`src/rtl/pc_ir_fetch.sv`:
```
// pc_ir_fetch: instruction-fetch front end of the multi-cycle CPU.
// Holds the PC and the instruction register, splits the IR into decode
// fields, selects the next PC (sequential / branch / jump / register) and
// freezes fetch once a halt opcode has been captured.
// Optional feature macro: PC_IR_FETCH_CNT_EN builds the IR-capture counter
// behind FetchCount; without it FetchCount is tied to zero.
module pc_ir_fetch #(
  parameter logic [31:0] RESET_PC = 32'h0000_0000,
  parameter logic [5:0]  HALT_OP  = 6'b111111
) (
  input  logic        CLK,
  input  logic        Reset,
  input  logic        PCWre,
  input  logic        IRWre,
  input  logic [1:0]  PCSrc,
  input  logic [31:0] ReadData1,
  input  logic [31:0] readIns,
  output logic [31:0] InsAddr,
  output logic        InsMemRW,
  output logic [31:0] IR,
  output logic [5:0]  op,
  output logic [4:0]  rs,
  output logic [4:0]  rt,
  output logic [4:0]  rd,
  output logic [4:0]  shamt,
  output logic [5:0]  func,
  output logic [15:0] Immediate,
  output logic [31:0] PC4,
  output logic        Halted,
  output logic [31:0] FetchCount
);

  typedef enum logic [1:0] {S_RST, S_RUN, S_HALT} state_t;

  state_t      state_q, state_d;
  logic        insmemrw_q, insmemrw_d;
  logic        halted_q, halted_d;
  logic [31:0] pc_q, pc_d;
  logic [31:0] ir_q, ir_d;
  logic [31:0] pc4_w;
  logic [31:0] next_pc;
  logic        ir_load;
  logic        pc_load;
  logic        halt_cap;
  logic        unused_rd1_lsbs;

  // Word-aligned branch displacement: sign-extended immediate times four.
  function automatic logic signed [31:0] br_offset(input logic [15:0] imm);
    br_offset = {{14{imm[15]}}, imm, 2'b00};
  endfunction

  assign unused_rd1_lsbs = ^ReadData1[1:0];

  // Strobes are only honoured while running; the halt edge still takes PCWre.
  assign ir_load  = (state_q == S_RUN) && IRWre;
  assign pc_load  = (state_q == S_RUN) && PCWre;
  assign halt_cap = ir_load && (readIns[31:26] == HALT_OP);

  assign pc4_w = pc_q + 32'd4;

  // Next-PC selection; branch and jump targets come from the latched IR.
  always_comb begin
    next_pc = pc4_w;
    case (PCSrc)
      2'b00:   next_pc = pc4_w;
      2'b01:   next_pc = pc4_w + $unsigned(br_offset(ir_q[15:0]));
      2'b10:   next_pc = {pc4_w[31:28], ir_q[25:0], 2'b00};
      default: next_pc = {ReadData1[31:2], 2'b00};
    endcase
  end

  // FSM next state; InsMemRW and Halted are registered from the next state.
  always_comb begin
    state_d = state_q;
    case (state_q)
      S_RST:   state_d = S_RUN;
      S_RUN:   if (halt_cap) state_d = S_HALT;
      S_HALT:  state_d = S_HALT;
      default: state_d = S_RST;
    endcase
    insmemrw_d = (state_d == S_RUN);
    halted_d   = (state_d == S_HALT);
  end

  // FSM state and its registered outputs.
  always_ff @(posedge CLK or negedge Reset) begin
    if (!Reset) begin
      state_q    <= S_RST;
      insmemrw_q <= 1'b0;
      halted_q   <= 1'b0;
    end else begin
      state_q    <= state_d;
      insmemrw_q <= insmemrw_d;
      halted_q   <= halted_d;
    end
  end

  // PC and IR load enables.
  always_comb begin
    pc_d = pc_q;
    ir_d = ir_q;
    if (pc_load) pc_d = next_pc;
    if (ir_load) ir_d = readIns;
  end

  // PC and IR registers; PC low bits stay word aligned.
  always_ff @(posedge CLK or negedge Reset) begin
    if (!Reset) begin
      pc_q <= {RESET_PC[31:2], 2'b00};
      ir_q <= 32'd0;
    end else begin
      pc_q <= pc_d;
      ir_q <= ir_d;
    end
  end

`ifdef PC_IR_FETCH_CNT_EN
  logic [31:0] cnt_q, cnt_d;

  // Count every honoured IR capture, the halt capture included; wraps.
  always_comb begin
    cnt_d = cnt_q;
    if (ir_load) cnt_d = cnt_q + 32'd1;
  end

  // Capture counter register.
  always_ff @(posedge CLK or negedge Reset) begin
    if (!Reset) cnt_q <= 32'd0;
    else        cnt_q <= cnt_d;
  end

  assign FetchCount = cnt_q;
`else
  assign FetchCount = 32'd0;
`endif

  assign InsAddr   = pc_q;
  assign InsMemRW  = insmemrw_q;
  assign Halted    = halted_q;
  assign IR        = ir_q;
  assign PC4       = pc4_w;
  assign op        = ir_q[31:26];
  assign rs        = ir_q[25:21];
  assign rt        = ir_q[20:16];
  assign rd        = ir_q[15:11];
  assign shamt     = ir_q[10:6];
  assign func      = ir_q[5:0];
  assign Immediate = ir_q[15:0];

endmodule

```
`config.mk`:
```
export PLATFORM = sky130hd
export DESIGN_NAME = pc_ir_fetch
export DESIGN_NICKNAME = d
export VERILOG_FILES = /design/src/rtl/pc_ir_fetch.sv
export SDC_FILE = /design/constraint.sdc
export NUM_CORES = 1
export LEC_CHECK = 0
export CAP_MARGIN = 10
export CORE_MARGIN = 1
export CORE_UTILIZATION = 45
export CTS_BUF_LIST = sky130_fd_sc_hd__clkbuf_4 sky130_fd_sc_hd__clkbuf_8 sky130_fd_sc_hd__clkbuf_16
export DETAILED_ROUTE_END_ITERATION = 7
export GPL_TIMING_DRIVEN = 0
export PLACE_DENSITY = 0.83
export SLEW_MARGIN = 20
export SYNTH_ARGS = -nofsm -noshare
export SYNTH_HDL_FRONTEND = slang
export SYNTH_SLANG_ARGS = --single-unit
```
`constraint.sdc`:
```
create_clock -name CLK -period 3.99 [get_ports CLK]
set_input_delay 0.399 -clock CLK [delete_from_list [all_inputs] [get_ports CLK]]
set_output_delay 0.399 -clock CLK [all_outputs]
set_load 0.02 [all_outputs]
```
==> qor.csv, run 1 <==
metric,value,unit
status,completed,
worstPathMaxFanout,6,
clock_path_buffers,2,
drt_pass1_iterations,5,
cts.htree.levels,3,
gp_congestion,0.9579,
grt_setup_unrepaired,yes,
synthMuxAreaShare,0.07055,
fillCellCount,1097,
grt_max_degree,35,
crit_family,compound AO/OA/AOI/OAI gates,
synth-seq-cells,66,
ant_nets,0,
synth_top_area_frac,0.2676,
period_share,0.9700,
layout-drive-gt1-share,0.1526,
post_drt_wl_per_cell,17.78,um
crit_type,register to register,
power,8.856,mW
yosysSeqAreaShare,0.2676,
p_leak,4.128,nW
reg2reg_from,InsAddr[11],
io_pins,248,
core_area,13300,sq um
ys_types,69,
die_y,119.1,um
synth_edf_count,0,
critPathMaxStageDelay,0.47,ns
relSlewSlack,0.3257,
drt_wl_total,21300,um
die_x,119.1,um
synthArstFlopShare,1.000,
arrival,4.05,ns
ys.flop_type,dfrtp_1,
root_buffer,clkbuf_16,
post-synth-top-count-cell,nand2_1,
cap_violations,0,
cp.required,4.17,ns
crit_path_cell_trace,and4_1 > and4_1 > nand3_1 > xnor2_1 > ha_1 > a21oi_1 > o21ai_0 > o211ai_1 > o311ai_4 > a21boi_2 > o21ai_0 > xnor2_1 > a31oi_1,
track_usage,0.3087,
syn_inst,760,
grt_pass1_vias,6317,
start_util,0.4642,
antenna_found_initial,0,
drt_iter0_drc,631,
clk_pin_slew,0.06,ns
cts_made_buffers,9,
avgSynthCellArea,8.121,sq um
synth_compound_gate_area_share,0.1662,
clk_latency,0.34,ns
route.detailed.drc,0,
cp.buffers_inverters,0,
ys_top_cells_by_count,"172 x nand2_1, 85 x buf_4, 66 x dfrtp_1",
yosysWarnings,0,
hpwl,16400,um
synth_adder_area_share,0.07622,
fmax,0.2584,GHz
worst_slew_pin_slew,1.011,ns
cts.sinks,66,
place_ws,-0.7491,ns
syn_to_final_growth,47.23,%
yosysTopAreaCell,dfrtp_1,
hp-class,input port to asynchronous set/reset pin,
final-hold-violation-count,0,
startpoint_type,register,
cts_tree,built,
slew_viol_final,0,
peakVddDrop,0.0005383,V
synthTopCellsByArea,"dfrtp_1 27%, nand2_1 10%, buf_4 10%, ha_1 7.3%, xnor2_1 4.8%",
dr_total_vias,6573,
die_area,14190,sq um
grt_pass1_wl,33910,um
period_minus_slack,3.870,ns
netlist_area,6172,sq um
via_per_inst,5.487,
critPathLaunch,InsAddr[11],
synth_top_family_by_area,simple AND/OR/NAND/NOR gates,
synth-simple-area-share,0.2183,
finalNetCount,1124,
antennaDiodeCount,0,
layout_setup_ws,0.1197,ns
grt_overflow,0,
synthXorXnorAreaFrac,0.06791,
finalSetupViolCount,0,
end_kind,register,
crit_slowest_cell,dfrtp_1,
std_cell_rows,42,
clock_skew,0.007902,ns
port_buffers,208,
power_density,974.5,nW/um^2
-- worst register-to-register path, stage by stage (launching register included) --
cell	delay, ns
dfrtp_1	0.47
and4_1	0.39
and4_1	0.41
nand3_1	0.19
xnor2_1	0.37
ha_1	0.32
a21oi_1	0.15
o21ai_0	0.13
o211ai_1	0.28
o311ai_4	0.19
a21boi_2	0.31
o21ai_0	0.19
xnor2_1	0.20
a31oi_1	0.12
-- per-stage QoR --
step / std cells / hold slack (ns) / TNS [ns] / instance area, sq um / utilization
floorplan: 795 / 0.1034 / 0 / 6304 / -
global placement: 1179 / 0.4555 / -2.807 / 8606 / 0.6473
detailed placement: 1180 / 0.3883 / -2.501 / 8623 / 0.6486
CTS: 1196 / 0.01992 / 0 / 9001 / 0.6770
global route: 1198 / 0.04527 / -0.2407 / 9087 / 0.6835
finish: 1198 / 0.009338 / 0 / 9087 / 0.6835
-- report_power, final --
part           switching, mW  total, mW  leakage [nW]  internal [mW]
clock network          0.323      0.879         0.160          0.556
registers              0.546       1.53         0.794          0.980
logic                   3.43       6.45          3.17           3.02
total                   4.30       8.86          4.13           4.55
-- routing by layer --
layer | up-vias | GRT usage | part of all wire
met1 | 3109 | 0.4037 | 0.41
met5 | - | 0 | 0
met4 | 0 | 0.1218 | 0.023
met3 | 34 | 0.05843 | 0.094
met2 | 331 | 0.5018 | 0.47
li1 | 3099 | - | -
-- cells by family (layout without fill, tap and decap cells) --
| group | count (synthesis) | count (layout) |
|---|---|---|
| AND/OR/NAND/NOR | 296 | 296 |
| multiplexers | 28 | 28 |
| adder cells (fa/ha/maj) | 37 | 37 |
| AO/OA/AOI/OAI | 152 | 152 |
| XOR/XNOR | 47 | 47 |
| buffers and inverters | 133 | 360 |
| other | 1 | 36 |
| flip-flops | 66 | 66 |
-- what timing repair did --
| action | in CTS | in global routing |
|---|---|---|
| endpoints found under the setup margin | 10 | 10 |
| hold buffers | 0 | 0 |
| pin swaps | 0 | 4 |
| gates resized for setup | 12 | 13 |
| setup buffers | 1 | 3 |
-- final cells by class --
| cell class | instances | area, sq um | area share |
|---|---|---|---|
| inverters | 17 | 63.81 | 0.007022 |
| clock inverters | 6 | 91.34 | 0.01005 |
| clock buffers | 10 | 232.7 | 0.02561 |
| multi-input cells | 596 | 3950 | 0.4347 |
| well taps | 176 | 220.2 | 0.02423 |
| plain buffers | 114 | 747.0 | 0.08220 |
| flip-flops and latches | 66 | 1653 | 0.1819 |
| repair buffers | 213 | 2130 | 0.2343 |
-- state kept, by name (all words and copies together), names as in the netlist --
name      count
Halted        1
IR           32
InsAddr      30
InsMemRW      1
state_q       2
-- worst paths after layout --
path | to | slack [ns] | depth (start not counted)
setup / recovery | InsAddr[24] | 0.12 | 13
max in group asynchronous | InsAddr[15] | 3.42 | 2
hold reg to reg | state_q[1] | 0.46 | 1
hold / removal | IR[8] | 0.009 | 1
min in group CLK | state_q[1] | 0.46 | 1
setup reg to reg | InsAddr[24] | 0.12 | 13
-- cell usage in the layout (no fill, tap or decap), types with 8 or more instances in the layout --
cell             netlist  routed
clkbuf_16              0       9
o211ai_1               8       8
ha_1                  36      34
nand2_1              172     172
nor3_1                11       9
a31oi_1                8       8
xnor2_1               34      31
nor2_1                35      33
conb_1                 1      36
dfrtp_1               66      65
clkdlybuf4s50_1        0     207
nand4_1               14      14
xor2_1                12      12
o21ai_0               28      28
and3_1                 8       8
mux2i_1               12      12
a21oi_1               42      40
nand3_1               23      22
buf_4                 85      90
mux4_2                12      12
inv_1                 16      16
a21o_1                11      11
clkbuf_1              28      26
No activity file was read; power rests on OpenSTA's default activity.
==> run 2, diff against run 1 <==
Settings changed: CTS_CLUSTER_SIZE set to 12.
==> results of run 2 <==
Same layout as run 1: the final DEF is identical, and so are final timing and power.
==> run 3, diff against run 2 <==
Settings changed: CORE_MARGIN 1 to 3.
==> run 3 against run 2 <==
Count of clock-buffer cells in the layout unchanged. Register-to-register slack worse by 0.08 ns. Worst hold slack better by 0.46 ns. Critical path type unchanged. Routed wire length up 2.7%.
==> qor.csv, run 3 (synthesis results as in run 1) <==
metric,value,unit,change
cts_tree,built,,
layout_setup_ws,0.03726,ns,-0.08242 ns
worstPathMaxFanout,7,,+1
cts.sinks,66,,unchanged
clock_path_buffers,2,,unchanged
grt_max_degree,53,,+51%
most-common-layout-cells,"207 x clkdlybuf4s50_1, 172 x nand2_1, 91 x buf_4",,
start_util,0.4624,,-0.001828
cts.htree.levels,3,,unchanged
std_cell_rows,42,,unchanged
grt_pass1_vias,6167,,-2.4%
layout-drive-gt1-share,0.1553,,+0.002632
gp_congestion,0.9751,,+1.8%
power_density,972.8,nW/um^2,-0.17%
cap_violations,0,,unchanged
hpwl,16680,um,+1.7%
grt_setup_unrepaired,yes,,
cts_made_buffers,9,,unchanged
clock_skew,0.007712,ns,-0.0001900 ns
finalNetCount,1126,,+0.18%
root_buffer,clkbuf_16,,
io_pins,248,,unchanged
dr_total_vias,6620,,+0.72%
largest_reg_flops,32,,unchanged
arrival,4.21,ns,+0.16 ns
drt_iter0_drc,641,,+1.6%
final_common_cell,clkdlybuf4s50_1,,
finalSetupViolCount,0,,unchanged
syn_to_final_growth,47.66,%,
power,8.866,mW,+0.12%
peakVddDrop,0.0005545,V,+3.0%
post_drt_wl_per_cell,18.24,um,+2.6%
hp-start,state_q[0],,
crit_type,register to register,,
fillCellCount,1124,,+2.5%
startpoint_type,register,,
dpl_cell_area,8631,sq um,about the same
grt_util_met3,0.07365,,+0.01522
core_area,13350,sq um,+0.39%
grt_util_met2,0.4489,,-0.05289
antennaDiodeCount,0,,unchanged
grt_pass1_wl,33070,um,-2.5%
hp-class,register to register,,
multi_input_area,3948,sq um,about the same
relSlewSlack,0.3302,,+0.004555
die_area,15160,sq um,+6.8%
status,completed,,
drt_wl_total,21880,um,+2.7%
via_per_inst,5.517,,+0.55%
track_usage,0.2829,,-0.02578
period_minus_slack,3.953,ns,+0.08242 ns
drt_pass1_iterations,5,,unchanged
busiest_layer,met2,,
die_y,123.1,um,+3.4%
grt_util_met1,0.3704,,-0.03337
worst_slew_pin_slew,1.005,ns,-0.006833 ns
regArea,1653,sq um,unchanged
antenna_found_initial,0,,unchanged
port_buffers,208,,unchanged
final-hold-violation-count,0,,unchanged
fmax,0.2530,GHz,-2.1%
postLayoutCellArea,9114,sq um,+0.29%
cp.required,4.25,ns,+0.08 ns
route.detailed.drc,0,,unchanged
clk_pin_slew,0.06,ns,about the same
grt_overflow,0,,unchanged
period_share,0.9907,,+0.02066
critPathLaunch,InsAddr[4],,
place_ws,-0.4890,ns,+0.2602 ns
p_leak,4.120,nW,-0.19%
end_kind,register,,
clk_latency,0.35,ns,about the same
ant_nets,0,,unchanged
die_x,123.1,um,+3.4%
reg2reg_from,InsAddr[4],,
slew_viol_final,0,,unchanged
[run 3: cell count changes in the layout (fill, tap and decap cells not counted), moves of 2 or more]
| cell | before | now |
|---|---|---|
| xor2_2 | 1 | 3 |
| and4_2 | 0 | 2 |
| clkinv_4 | 3 | 0 |
| clkinvlp_4 | 0 | 2 |
| and4_1 | 7 | 5 |
| xor2_1 | 12 | 10 |
[run 3: what timing repair did]
item / 4_1_cts / 5_1_grt
setup buffers: 0 / 5
endpoints found under the setup margin: 8 / 11
pin swaps: 0 / 4
gates resized for setup: 9 / 18
hold buffers: 1 / 0
endpoints found under the hold margin: 14 / 0
[run 3: critical path, cell delays in order (launching register included)]
cell      delay (ns)
dfrtp_2         0.46
and4_2          0.29
and2_2          0.25
and3_1          0.22
xor2_2          0.17
ha_1            0.36
nand4_1         0.14
a211oi_2        0.38
o31ai_2         0.20
o311ai_4        0.41
a21boi_2        0.17
nor3_1          0.27
mux2_2          0.37
o21ai_0         0.17
[run 3: path summary, 6_finish.rpt]
check	slack, ns	depth (start not counted)	to
max	0.04	13	InsAddr[30]
min	0.47	1	state_q[1]
max reg2reg	0.04	13	InsAddr[30]
min reg2reg	0.47	1	state_q[1]
max in group asynchronous	2.95	3	InsAddr[4]
min in group asynchronous	0.48	2	IR[16]
[run 3: metrics by stage]
stage          utilization  cells  setup TNS (ns)  hold slack [ns]
3_3_place_gp        0.6447   1179          -1.262           0.4489
6_report            0.6828   1200               0           0.4716
5_1_grt             0.6828   1200         -0.1675           0.4951
4_1_cts             0.6744   1196               0           0.4746
3_5_place_dp        0.6466   1180          -1.196           0.2829
2_1_floorplan            -    795               0           0.1034
[run 3: where the power goes]
part	total, mW	internal, mW	switching (mW)	leakage, nW
clock	0.893	0.565	0.327	0.155
combinational	6.45	3.01	3.44	3.17
sequential	1.52	0.980	0.544	0.794
total	8.87	4.55	4.31	4.12
[run 3: final cells by class]
| cell class | instances | share of cell area |
|---|---|---|
| clock buffer | 10 | 0.02622 |
| multi-input combinational | 596 | 0.4331 |
| sequential | 66 | 0.1814 |
| buffer | 114 | 0.08196 |
| inverter | 17 | 0.007002 |
| clock inverter | 6 | 0.009747 |
| tap | 176 | 0.02416 |
| timing repair buffer | 215 | 0.2364 |
[run 3: per-layer routing]
layer | up-vias | part of all wire
li1 | 3100 | -
met1 | 3073 | 0.41
met2 | 381 | 0.46
met3 | 66 | 0.097
met4 | 0 | 0.039
met5 | - | 0
==> variant, RTL diff (flow settings as in run 3) <==
The option `PC_IR_FETCH_CNT_EN` is turned on by a define.
--- a/src/rtl/pc_ir_fetch.sv
+++ b/src/rtl/pc_ir_fetch.sv
@@ -6,2 +6,4 @@
 // behind FetchCount; without it FetchCount is tied to zero.
+`define PC_IR_FETCH_CNT_EN
+
 module pc_ir_fetch #(
Behaviour: not the same (Yosys sat finds a counterexample within 4 cycles, from zero or initial values and one cycle with Reset low).
==> variant against run 3 <==
Die area rose by 14%; worst setup slack improved by 0.076 ns; wire length rose by 6.5%; synthesized area rose by 15%; sequential cell count rose by 32; critical path depth fell by 1; combinational power fell by 2%; cell area rose by 11%; power rose by 3.6%; non-clock buffer count fell by 12.
==> variant: results (changes against run 3) <==
metric	value	unit	change
status	completed		unchanged
Worst Path Arrival	4.13	ns	was 4.21 ns
FF-to-FF Start	InsAddr[7]		was InsAddr[4]
Commonest cells post-synth	178 x nand2_1, 98 x dfrtp_1, 54 x xnor2_1		was 172 x nand2_1, 85 x buf_4, 66 x dfrtp_1
initial antenna violation count	1		was 0
Worst Skew	0.01191	ns	was 0.007712 ns
Synth area leaders	dfrtp_1 35%, nand2_1 9.5%, ha_1 6.7%		was dfrtp_1 27%, nand2_1 10%, buf_4 10%
worst min path class	in -> async		was reg -> reg
relative slew slack	35.01	%	was 33.02%
r2r setup slk	0.11	ns	was 0.04 ns
maximum vdd drop	0.5131	mV	was 0.5545 mV
first-pass GRT wire length	36.57	mm	was 33.07 mm
Pleak	4.443	nW	was 4.120 nW
gr usage total	26.25	%	was 28.29%
largest net degree at the start of global routing	73		was 53
total wire length	23.30	mm	was 21.88 mm
Slowest cell on crit path	or3_1		was dfrtp_2
vias per cell	5.426		was 5.517
CP Max Fanout	5		was 7
R2R depth	12		was 13
clk slew on worst S/H paths	0.08	ns	was 0.06 ns
layout cells sized above 1	11.53	%	was 15.53%
GPL Wtd Cong	0.9725		was 0.9751
Nets	1162		was 1,126
min Tclk post-route	3.877	ns	was 3.953 ns
multiplexer share of the synthesized area	7.044	%	was 7.055%
post-synthesis compound-gate area fraction	12.25	%	was 16.62%
port bufs	240		was 208
Initial DRC Count	493		was 641
Post-DP HPWL	18.02	mm	was 16.68 mm
vias in the first global route	6870		was 6,167
Setup crit end	InsAddr[19]		was InsAddr[30]
post-synthesis sequential area ratio	34.69	%	was 26.76%
[variant: cell type report]
type                       count  area, sq um
tap                          211        264.0
fill                        1277         5120
timing repair buffer         242         2441
clock inverter                 7        77.57
inverter                      19        71.32
multi-input combinational    608         4121
buffer                        75        481.7
clock buffer                   9        225.2
sequential                    98         2456
[variant: where the power goes]
part	internal (mW)	switching (mW)
clock	0.450	0.466
combinational	2.99	3.36
sequential	1.34	0.589
total	4.78	4.41
[variant: how the worst min path moves through the flow]
stage                         from             end  slack, ns
floorplan                    Reset   FetchCount[0]       0.10
global placement    FetchCount[31]  FetchCount[31]       0.46
detailed placement           Reset          IR[28]       0.29
CTS                          Reset          IR[28]       0.47
global route        FetchCount[31]  FetchCount[31]       0.48
finish                       Reset      InsAddr[6]       0.46
[variant: per-layer routing]
layer	vias to the layer above	global-route usage [%]	part of all wire (%)
li1	3273	-	-
met1	3225	33.47	42
met2	331	42.94	46
met3	55	6.738	8.3
met4	2	10.27	3.3
met5	-	0	0.056
[variant: logic make-up after synthesis]
kind of cell | after synthesis
flops | 98
other cells | 1
fa+ha+maj | 39
compound gates | 134
mux | 31
buf+inv | 94
simple gates | 323
xor+xnor | 77
[variant: stage by stage]
step	area [sq um]	cells
final	10140	1269
after global routing	10140	1269
after CTS	10090	1269
after detailed placement	9776	1252
after global placement	9747	1251
after floorplan	7081	800
[variant: what timing repair did]
| item | CTS | global route |
|---|---|---|
| setup endpoints to repair | 2 | 15 |
| pin swaps | 0 | 1 |
| hold buffers | 1 | 0 |
| gates resized for setup | 1 | 15 |
| buffers inserted | 0 | 0 |
| hold endpoints to repair | 26 | 0 |
[variant: worst max-delay path, delay by kind of cell, from the launching register on]
kind | cells | cell delay, ns
xor+xnor | 2 | 0.18
fa+ha+maj | 1 | 0.41
flops | 1 | 0.43
mux | 2 | 0.73
simple gates | 7 | 2.02
